[config.mk]
export PLATFORM = sky130hd
export DESIGN_NAME = int_div_seq
export DESIGN_NICKNAME = d
export VERILOG_FILES = /design/src/rtl/int_div_pkg.sv /design/src/rtl/int_div_iter_step.sv /design/src/rtl/int_div_seq.sv
export SDC_FILE = /design/constraint.sdc
export NUM_CORES = 1
export LEC_CHECK = 0
export CAP_MARGIN = 10
export CORE_MARGIN = 5
export CORE_UTILIZATION = 58
export CTS_BUF_LIST = sky130_fd_sc_hd__clkbuf_16
export DETAILED_ROUTE_END_ITERATION = 7
export PLACE_DENSITY = 0.89
export SLEW_MARGIN = 20
export SYNTH_ARGS = -nofsm -noshare
export SYNTH_HDL_FRONTEND = slang
export SYNTH_SLANG_ARGS = --single-unit
[constraint.sdc]
create_clock -name clk -period 9.7 [get_ports clk]
set_input_delay 1.94 -clock clk [delete_from_list [all_inputs] [get_ports clk]]
set_output_delay 1.94 -clock clk [all_outputs]
set_load 0.01 [all_outputs]
[src/rtl/int_div_pkg.sv]
// Shared types and helpers for the RV32M iterative divide unit.
package int_div_pkg;

    typedef enum logic [1:0] {
        DIV  = 2'b00,
        DIVU = 2'b01,
        REM  = 2'b10,
        REMU = 2'b11
    } div_op_e;

    typedef enum logic [1:0] {
        IDLE = 2'b00,
        CALC = 2'b01,
        FIX  = 2'b10,
        DONE = 2'b11
    } div_state_e;

    // Operands arrive zero-extended to 64 bits so one helper serves any width up to 64.
    function automatic logic is_special(div_op_e op, logic [63:0] a, logic [63:0] b, int width);
        logic [63:0] w_msb;
        logic [63:0] w_ones;
        logic        w_signed;
        w_msb    = 64'd1 << (width - 1);
        w_ones   = (width >= 64) ? '1 : ((64'd1 << width) - 64'd1);
        w_signed = (op == DIV) || (op == REM);
        is_special = (b == 64'd0) || (w_signed && (a == w_msb) && (b == w_ones));
    endfunction

endpackage

[src/rtl/int_div_iter_step.sv]
// One radix-2 restoring divide step: shift in the next dividend bit, trial-subtract the divisor.
module div_iter_step #(
    parameter int WIDTH = 32
) (
    input  logic [WIDTH-1:0] rem_i,
    input  logic             bit_i,
    input  logic [WIDTH-1:0] divisor_i,
    output logic [WIDTH-1:0] rem_o,
    output logic             q_o
);

    logic [WIDTH:0] w_shift;
    logic [WIDTH:0] w_diff;

    // The partial remainder is always below the divisor, so the top bit of the difference is its sign.
    assign w_shift = {rem_i, bit_i};
    assign w_diff  = w_shift - {1'b0, divisor_i};
    assign q_o     = ~w_diff[WIDTH];
    assign rem_o   = q_o ? w_diff[WIDTH-1:0] : w_shift[WIDTH-1:0];

endmodule

[src/rtl/int_div_seq.sv]
// Iterative DIV/DIVU/REM/REMU sequencer with valid/ready request and response handshakes.
module int_div_seq
    import int_div_pkg::*;
#(
    parameter int DATA_WIDTH = 32,
    parameter int TAG_WIDTH  = 5
) (
    input  logic                  clk,
    input  logic                  rst_n_i,
    input  logic                  req_valid_i,
    output logic                  req_ready_o,
    input  logic [1:0]            op_i,
    input  logic [DATA_WIDTH-1:0] a_i,
    input  logic [DATA_WIDTH-1:0] b_i,
    input  logic [TAG_WIDTH-1:0]  tag_i,
    input  logic                  flush_i,
    output logic                  resp_valid_o,
    input  logic                  resp_ready_i,
    output logic [DATA_WIDTH-1:0] result_o,
    output logic [TAG_WIDTH-1:0]  tag_o,
    output logic                  busy_o
);

    localparam int CNT_W = $clog2(DATA_WIDTH);

    div_state_e            r_state;
    div_op_e               r_op;
    logic [TAG_WIDTH-1:0]  r_tag;
    logic                  r_neg_q;
    logic                  r_neg_r;
    logic [DATA_WIDTH-1:0] r_dvd;
    logic [DATA_WIDTH-1:0] r_div;
    logic [DATA_WIDTH-1:0] r_rem;
    logic [CNT_W-1:0]      r_cnt;
    logic [DATA_WIDTH-1:0] r_result;
    logic [TAG_WIDTH-1:0]  r_tag_out;
    logic                  r_resp_valid;

    div_op_e               w_op;
    logic                  w_signed;
    logic                  w_a_neg;
    logic                  w_b_neg;
    logic [DATA_WIDTH-1:0] w_a_mag;
    logic [DATA_WIDTH-1:0] w_b_mag;
    logic                  w_accept;
    logic                  w_special;
    logic [DATA_WIDTH-1:0] w_special_q;
    logic [DATA_WIDTH-1:0] w_special_r;
    logic [DATA_WIDTH-1:0] w_special_result;
    logic [DATA_WIDTH-1:0] w_step_rem;
    logic                  w_step_q;
    logic [DATA_WIDTH-1:0] w_quot_fix;
    logic [DATA_WIDTH-1:0] w_rem_fix;

    assign w_op     = div_op_e'(op_i);
    assign w_signed = (w_op == DIV) || (w_op == REM);
    assign w_a_neg  = w_signed && a_i[DATA_WIDTH-1];
    assign w_b_neg  = w_signed && b_i[DATA_WIDTH-1];
    assign w_a_mag  = w_a_neg ? -a_i : a_i;
    assign w_b_mag  = w_b_neg ? -b_i : b_i;
    assign w_accept = req_valid_i && req_ready_o && !flush_i;

    // Divide-by-zero and signed overflow bypass the iteration and complete straight from IDLE.
    assign w_special        = is_special(w_op, 64'(a_i), 64'(b_i), DATA_WIDTH);
    assign w_special_q      = (b_i == '0) ? '1 : a_i;
    assign w_special_r      = (b_i == '0) ? a_i : '0;
    assign w_special_result = op_i[1] ? w_special_r : w_special_q;

    assign w_quot_fix = r_neg_q ? -r_dvd : r_dvd;
    assign w_rem_fix  = r_neg_r ? -r_rem : r_rem;

    div_iter_step #(
        .WIDTH(DATA_WIDTH)
    ) u_step (
        .rem_i    (r_rem),
        .bit_i    (r_dvd[DATA_WIDTH-1]),
        .divisor_i(r_div),
        .rem_o    (w_step_rem),
        .q_o      (w_step_q)
    );

    assign req_ready_o  = (r_state == IDLE);
    assign busy_o       = (r_state != IDLE);
    assign resp_valid_o = r_resp_valid;
    assign result_o     = r_result;
    assign tag_o        = r_tag_out;

    // The dividend register doubles as the quotient: quotient bits shift in as dividend bits shift out.
    always_ff @(posedge clk or negedge rst_n_i) begin
        if (!rst_n_i) begin
            r_state      <= IDLE;
            r_op         <= DIV;
            r_tag        <= '0;
            r_neg_q      <= 1'b0;
            r_neg_r      <= 1'b0;
            r_dvd        <= '0;
            r_div        <= '0;
            r_rem        <= '0;
            r_cnt        <= '0;
            r_result     <= '0;
            r_tag_out    <= '0;
            r_resp_valid <= 1'b0;
        end else if (flush_i) begin
            r_state      <= IDLE;
            r_resp_valid <= 1'b0;
        end else begin
            case (r_state)
                IDLE: begin
                    if (w_accept) begin
                        r_op    <= w_op;
                        r_tag   <= tag_i;
                        r_neg_q <= w_a_neg ^ w_b_neg;
                        r_neg_r <= w_a_neg;
                        r_dvd   <= w_a_mag;
                        r_div   <= w_b_mag;
                        r_rem   <= '0;
                        r_cnt   <= CNT_W'(DATA_WIDTH - 1);
                        if (w_special) begin
                            r_result     <= w_special_result;
                            r_tag_out    <= tag_i;
                            r_resp_valid <= 1'b1;
                            r_state      <= DONE;
                        end else begin
                            r_state <= CALC;
                        end
                    end
                end
                CALC: begin
                    r_rem <= w_step_rem;
                    r_dvd <= {r_dvd[DATA_WIDTH-2:0], w_step_q};
                    if (r_cnt == '0) begin
                        r_state <= FIX;
                    end else begin
                        r_cnt <= r_cnt - 1'b1;
                    end
                end
                FIX: begin
                    r_result     <= ((r_op == REM) || (r_op == REMU)) ? w_rem_fix : w_quot_fix;
                    r_tag_out    <= r_tag;
                    r_resp_valid <= 1'b1;
                    r_state      <= DONE;
                end
                DONE: begin
                    if (resp_ready_i) begin
                        r_resp_valid <= 1'b0;
                        r_state      <= IDLE;
                    end
                end
                default: begin
                    r_state <= IDLE;
                end
            endcase
        end
    end

endmodule

# Word-level counts from Yosys, hierarchy flattened
# Index checks and enable logic that the tools add are counted.
# word_totals
ff_bits	150
input_bits	76
output_inout_bits	40
# op_classes
addsub	6
eq_ne	15
n_mux	33
bitwise	3
reduce_logical	24
# op_table
op	n
$mux W32	13
$pmux W32 S2	3
$neg A32 Y32	4
$eq A32 B32 Y1 const B	2
$sub A33 B32 Y33	1
$logic_not A32 Y1	1
$mux W5	4
$pmux W5 S2	2
$reduce_and A4 Y1	3
$eq A2 B2 Y1 const B	5
$mux W2	5
$reduce_and A3 Y1	3
$pmux W2 S4	1
$logic_and A1 B1 Y1	6
$ne A3 B1 Y1 const B	2
$ne A3 B3 Y1 const B	2
$reduce_bool A2 Y1	3
$logic_not A5 Y1	1
$sub A5 B1 Y5 const B	1
$logic_not A2 Y1	2
$mux W1	4
$ne A2 B1 Y1 const B	2
$reduce_bool A4 Y1	1
$logic_or A1 B1 Y1	3
6 further kinds	7

# Depth between registers and ports, before layout
# logic_depth
word_depth	9
ltp_mapped	13
mapped_depth_nobuf	12

# By module
# A second synthesis with hierarchy kept.
# hier_totals
hier_cells	1482
hier_area_um2	12243.0
# by_module_without_submodules
module	instances	cells_each	area_each_um2
int_div_seq	1	1176	9877.0
div_iter_step	1	306	2366.0

# Worst setup path after synthesis
# No wires, ideal clock.
# synth_path
path_kind	input to register
start	input b_i[10]
end	register r_result[15], in the netlist result_o[15]
arrival_ns	4.187
path_slack_ns	5.386
stages	9
cell_sequence	or4_4 > nor4_4 > nand4_4 > o21ai_2 > nand2_1 > mux2_4 > nor2_8 > buf_6 > mux2_1
# synth_between
elab_chain_len	6
word_cells_on_any_way	12
cone_classes	eq/ne (2); mux (6); reduce/logical (4)
# synth_lines
element	line_no	text
from (decl)	int_div_seq.sv:14	input logic [DATA_WIDTH-1:0] b_i,
$logic_not A32 Y1	int_div_pkg.sv:26, int_div_seq.sv:65, int_div_seq.sv:66	
$mux W32, on equally long branches	int_div_seq.sv:65, int_div_seq.sv:66	
$mux W32	int_div_seq.sv:67	assign w_special_result = op_i[1] ? w_special_r : w_special_q;
$mux W32	int_div_seq.sv:118	if (w_special) begin
$mux W32	int_div_seq.sv:109	if (w_accept) begin
$pmux W32 S2	int_div_seq.sv:107	case (r_state)
to (signal assigned)	int_div_seq.sv:119	r_result <= w_special_result;
to (signal assigned)	int_div_seq.sv:138	r_result <= ((r_op == REM) || (r_op == REMU)) ? w_rem_fix : w_quot_fix;
to (decl)	int_div_seq.sv:35	logic [DATA_WIDTH-1:0] r_result;
# Parallel ways exist; a longest one is shown, timed or not. The select of a mux whose other input is x is not followed.
# A chain may end at the register's enable or synchronous reset.

# Worst setup path after layout
# layout_path
start	input a_i[8]
end	register r_result[15], in the netlist result_o[15]
# layout_between
elab_chain_len	6
# layout_lines
element	line_no	text
from (decl)	int_div_seq.sv:13	input logic [DATA_WIDTH-1:0] a_i,
$eq A32 B32 Y1	int_div_pkg.sv:26	is_special = (b == 64'd0) || (w_signed && (a == w_msb) && (b == w_ones));
$logic_and A1 B1 Y1 (2 in a row)	int_div_pkg.sv:26	
$logic_or A1 B1 Y1	int_div_pkg.sv:26	
$ne A2 B1 Y1 (no source line)	n/a	
$reduce_and A4 Y1 (no source line)	n/a	
# No other way between the ends.

==> out/metrics.csv <==
metric,value,unit
Pwr per Cell Area,353.5,mW/mm2
main combinational cell family by area after synthesis,compound AO/OA/AOI/OAI gates,
layout cells sized above 1,0.04771,
type of origin of the critical path,input port,
Placer Congestion,0.9566,
Worst Min Path Start,r_div[8]$_DFFE_PN0P_,
"FF+latch count, synth",149,
Worst R2R Setup Slack,5730,ps
f_max,0.1834,GHz
worst r2r dst,r_rem[29]$_DFFE_PN0P_,
max-slew violation count,0,
chip height,151.8,um
Mapped Nets,1579,
Slew headroom,0.2698,
antenna violations before repair,0,
DRC viols,0,
overall routing resource usage,0.2711,
post-synth cell types,76,
Critical Path Sink Type,register,
vias in the first global route,10546,
synthesis-to-finish area growth,15.62,%
Vias,11226,
XOR/XNOR Fraction of Synth Area,0.1104,
Sequential Area,0.003729,mm2
Final min period,5454,ps
Fin. Hold Viols,0,
area of the die,0.02305,mm2
worst flop-to-flop path startpoint,r_dvd[31]$_DFFE_PN0P_,
mux contribution to synthesized area,0.04087,
hold bufs inserted after CTS,0,
total CTS buffers,17,
Hold WS,478.2,ps
RSZ-0062 raised after global routing,false,
CTS tree,done,
Max-Cap Viols,0,
share of async-settable or async-resettable flops after synthesis,1.000,
Critical Path AT,5770,ps
Pre-Repair DR Iteration Count,6,
final wirelength,32.18,mm
hold worst-path end,r_div[8]$_DFFE_PN0P_,
"EDFF count, synth",0,
Die X,151.8,um
CTS H-tree lvls,4,
post-synthesis compound-gate area fraction,0.2236,
WL/cell,17.93,um
largest net degree at the start of global routing,101,
post-DP HPWL,22.70,mm
ANT nets after route,0,
Setup TNS Final,0,ps
Finish-stage setup viols,0,
Synth Cell Area,0.01166,mm2
Root Buffer,clkbuf_16,
fill count,1554,
Final period util,0.5623,
worst clock skew,10.06,ps
row count,51,
Post-CTS Repair Setup Buffers,0,
Hold Path Depth,2,
syn_area_per_cell,7.995,um2
clock transition at the registers of the reported paths,60,ps
total congestion overflow,0,
Resized cells post-CTS,0,
clock sink count,149,
most frequent cells in the layout,"172 x nand2_1, 161 x o21ai_0, 149 x dfrtp_1",
Cells after Synth,1459,
Worst-Skew Late Latency,440,ps
number of synthesis warnings,0,
LEAKAGE,5.558,nW
nets,1637,
multi-input logic area,0.007346,mm2
Slew @ Worst Pin,1095,ps
sequential fraction of the synthesis area,0.3196,
min-delay worst type,reg2reg,
Starting Density,0.5935,
clock tree buffer depth,2,
r2r worst-path depth,13,
Synth Flop Type,dfrtp_1,
worst vdd ir,0.1659,mV
CP Class,in2reg,
count of buffers from port buffering,115,
status,completed,
Top Ports,116,
n_diodes,0,
"commonest non-fill, non-tap cell in the layout",nand2_1,
Simple-Gate Fraction of Synth Area,0.1937,
Critical Path RT,10020,ps
"Max FO, Critical Path",70,
first-pass GRT wire length,52.86,mm
core footprint,0.01965,mm2
Iter 0 DRT Violations,1369,
adder-cell share of the synthesized area,0.05985,
Via density,6.254,
==> where the power goes <==
group / leakage, nW / internal [mW] / switching (mW)
logic: 3.41 / 1.21 / 1.61
registers: 1.86 / 0.903 / 0.336
clock network: 0.294 / 0.432 / 0.280
==> cells by family after synthesis <==
group                      Yosys count
AOI/OAI and AO/OA                  439
xor gates and xnor gates           147
adders and majority gates           58
buffers and inverters              147
DFF                                149
muxes                               46
and+or+nand+nor                    473
==> registers in the layout, summed over array words and instances, names as in the netlist <==
signal,cells
tag_o,5
r_dvd,32
result_o,32
r_cnt,5
r_rem,32
resp_valid_o,1
r_div,32
r_neg_q,1
r_neg_r,1
r_state,2
r_tag,5
r_op,1
==> cell type report <==
cell class | count | share of cell area
Sequential cell | 149 | 0.2765
Clock inverter | 15 | 0.01503
Inverter | 62 | 0.01726
Clock buffer | 17 | 0.03154
Timing Repair Buffer | 124 | 0.09045
Multi-Input combinational cell | 1163 | 0.5447
Tap cell | 265 | 0.02458
==> Yosys cell counts, drive strengths merged, types with 18 or more instances <==
master / n / area, um2
nand2: 172 / 645.6
o21ai: 163 / 819.5
dfrtp: 149 / 3729
a21oi: 138 / 690.7
nor2: 130 / 504.2
xor2: 76 / 665.6
xnor2: 71 / 621.9
clkbuf: 66 / 247.7
inv: 60 / 225.2
ha: 43 / 538.0
nor3: 41 / 210.2
mux2i: 36 / 360.4
o31ai: 31 / 237.7
nand3: 21 / 105.1
o41ai: 21 / 191.4
buf: 19 / 125.1
or4: 18 / 146.4
==> per-stage QoR <==
stage          total power, mW  instance area (um2)  setup WS [ps]  instances  utilization
6_report                 4.768                13490           4246       1795       0.6862
5_1_grt                  5.122                13490           4168       1795       0.6862
4_1_cts                  4.715                13490           4323       1795       0.6862
3_5_place_dp             3.964                12860           3875       1763       0.6543
3_3_place_gp             3.837                12860           4026       1763       0.6543
2_1_floorplan            3.195                11660           5386       1459            -
==> metal layers <==
layer,GRT usage,up-vias,part of all wire,wire (um)
met5,0,-,0,0
met1,0.3708,5216,0.42,13560
met3,0.05254,96,0.093,3003
met2,0.4331,626,0.46,14720
met4,0.09375,0,0.028,892
li1,-,5288,-,-
==> critical path, cell delays in order <==
cell and delay (ps):
clkdlybuf4s50_1 500, or3_1 460, nor4_1 650, nand3_1 440, o21ai_2 280, nand2_1 120
mux2_4 310, nor2_8 640, mux2_1 380
==> worst max-delay path by stage <==
stage	from	endpoint	slack (ps)
after CTS	a_i[8]	result_o[31]$_DFFE_PN0P_	4320
final	a_i[8]	result_o[15]$_DFFE_PN0P_	4250
after global routing	a_i[8]	result_o[15]$_DFFE_PN0P_	4170
after floorplan	b_i[10]	result_o[15]$_DFFE_PN0P_	5390
after detailed placement	a_i[8]	result_o[31]$_DFFE_PN0P_	3870
after global placement	a_i[8]	result_o[20]$_DFFE_PN0P_	4030
Note: power is estimated with default switching activity, not from simulation.
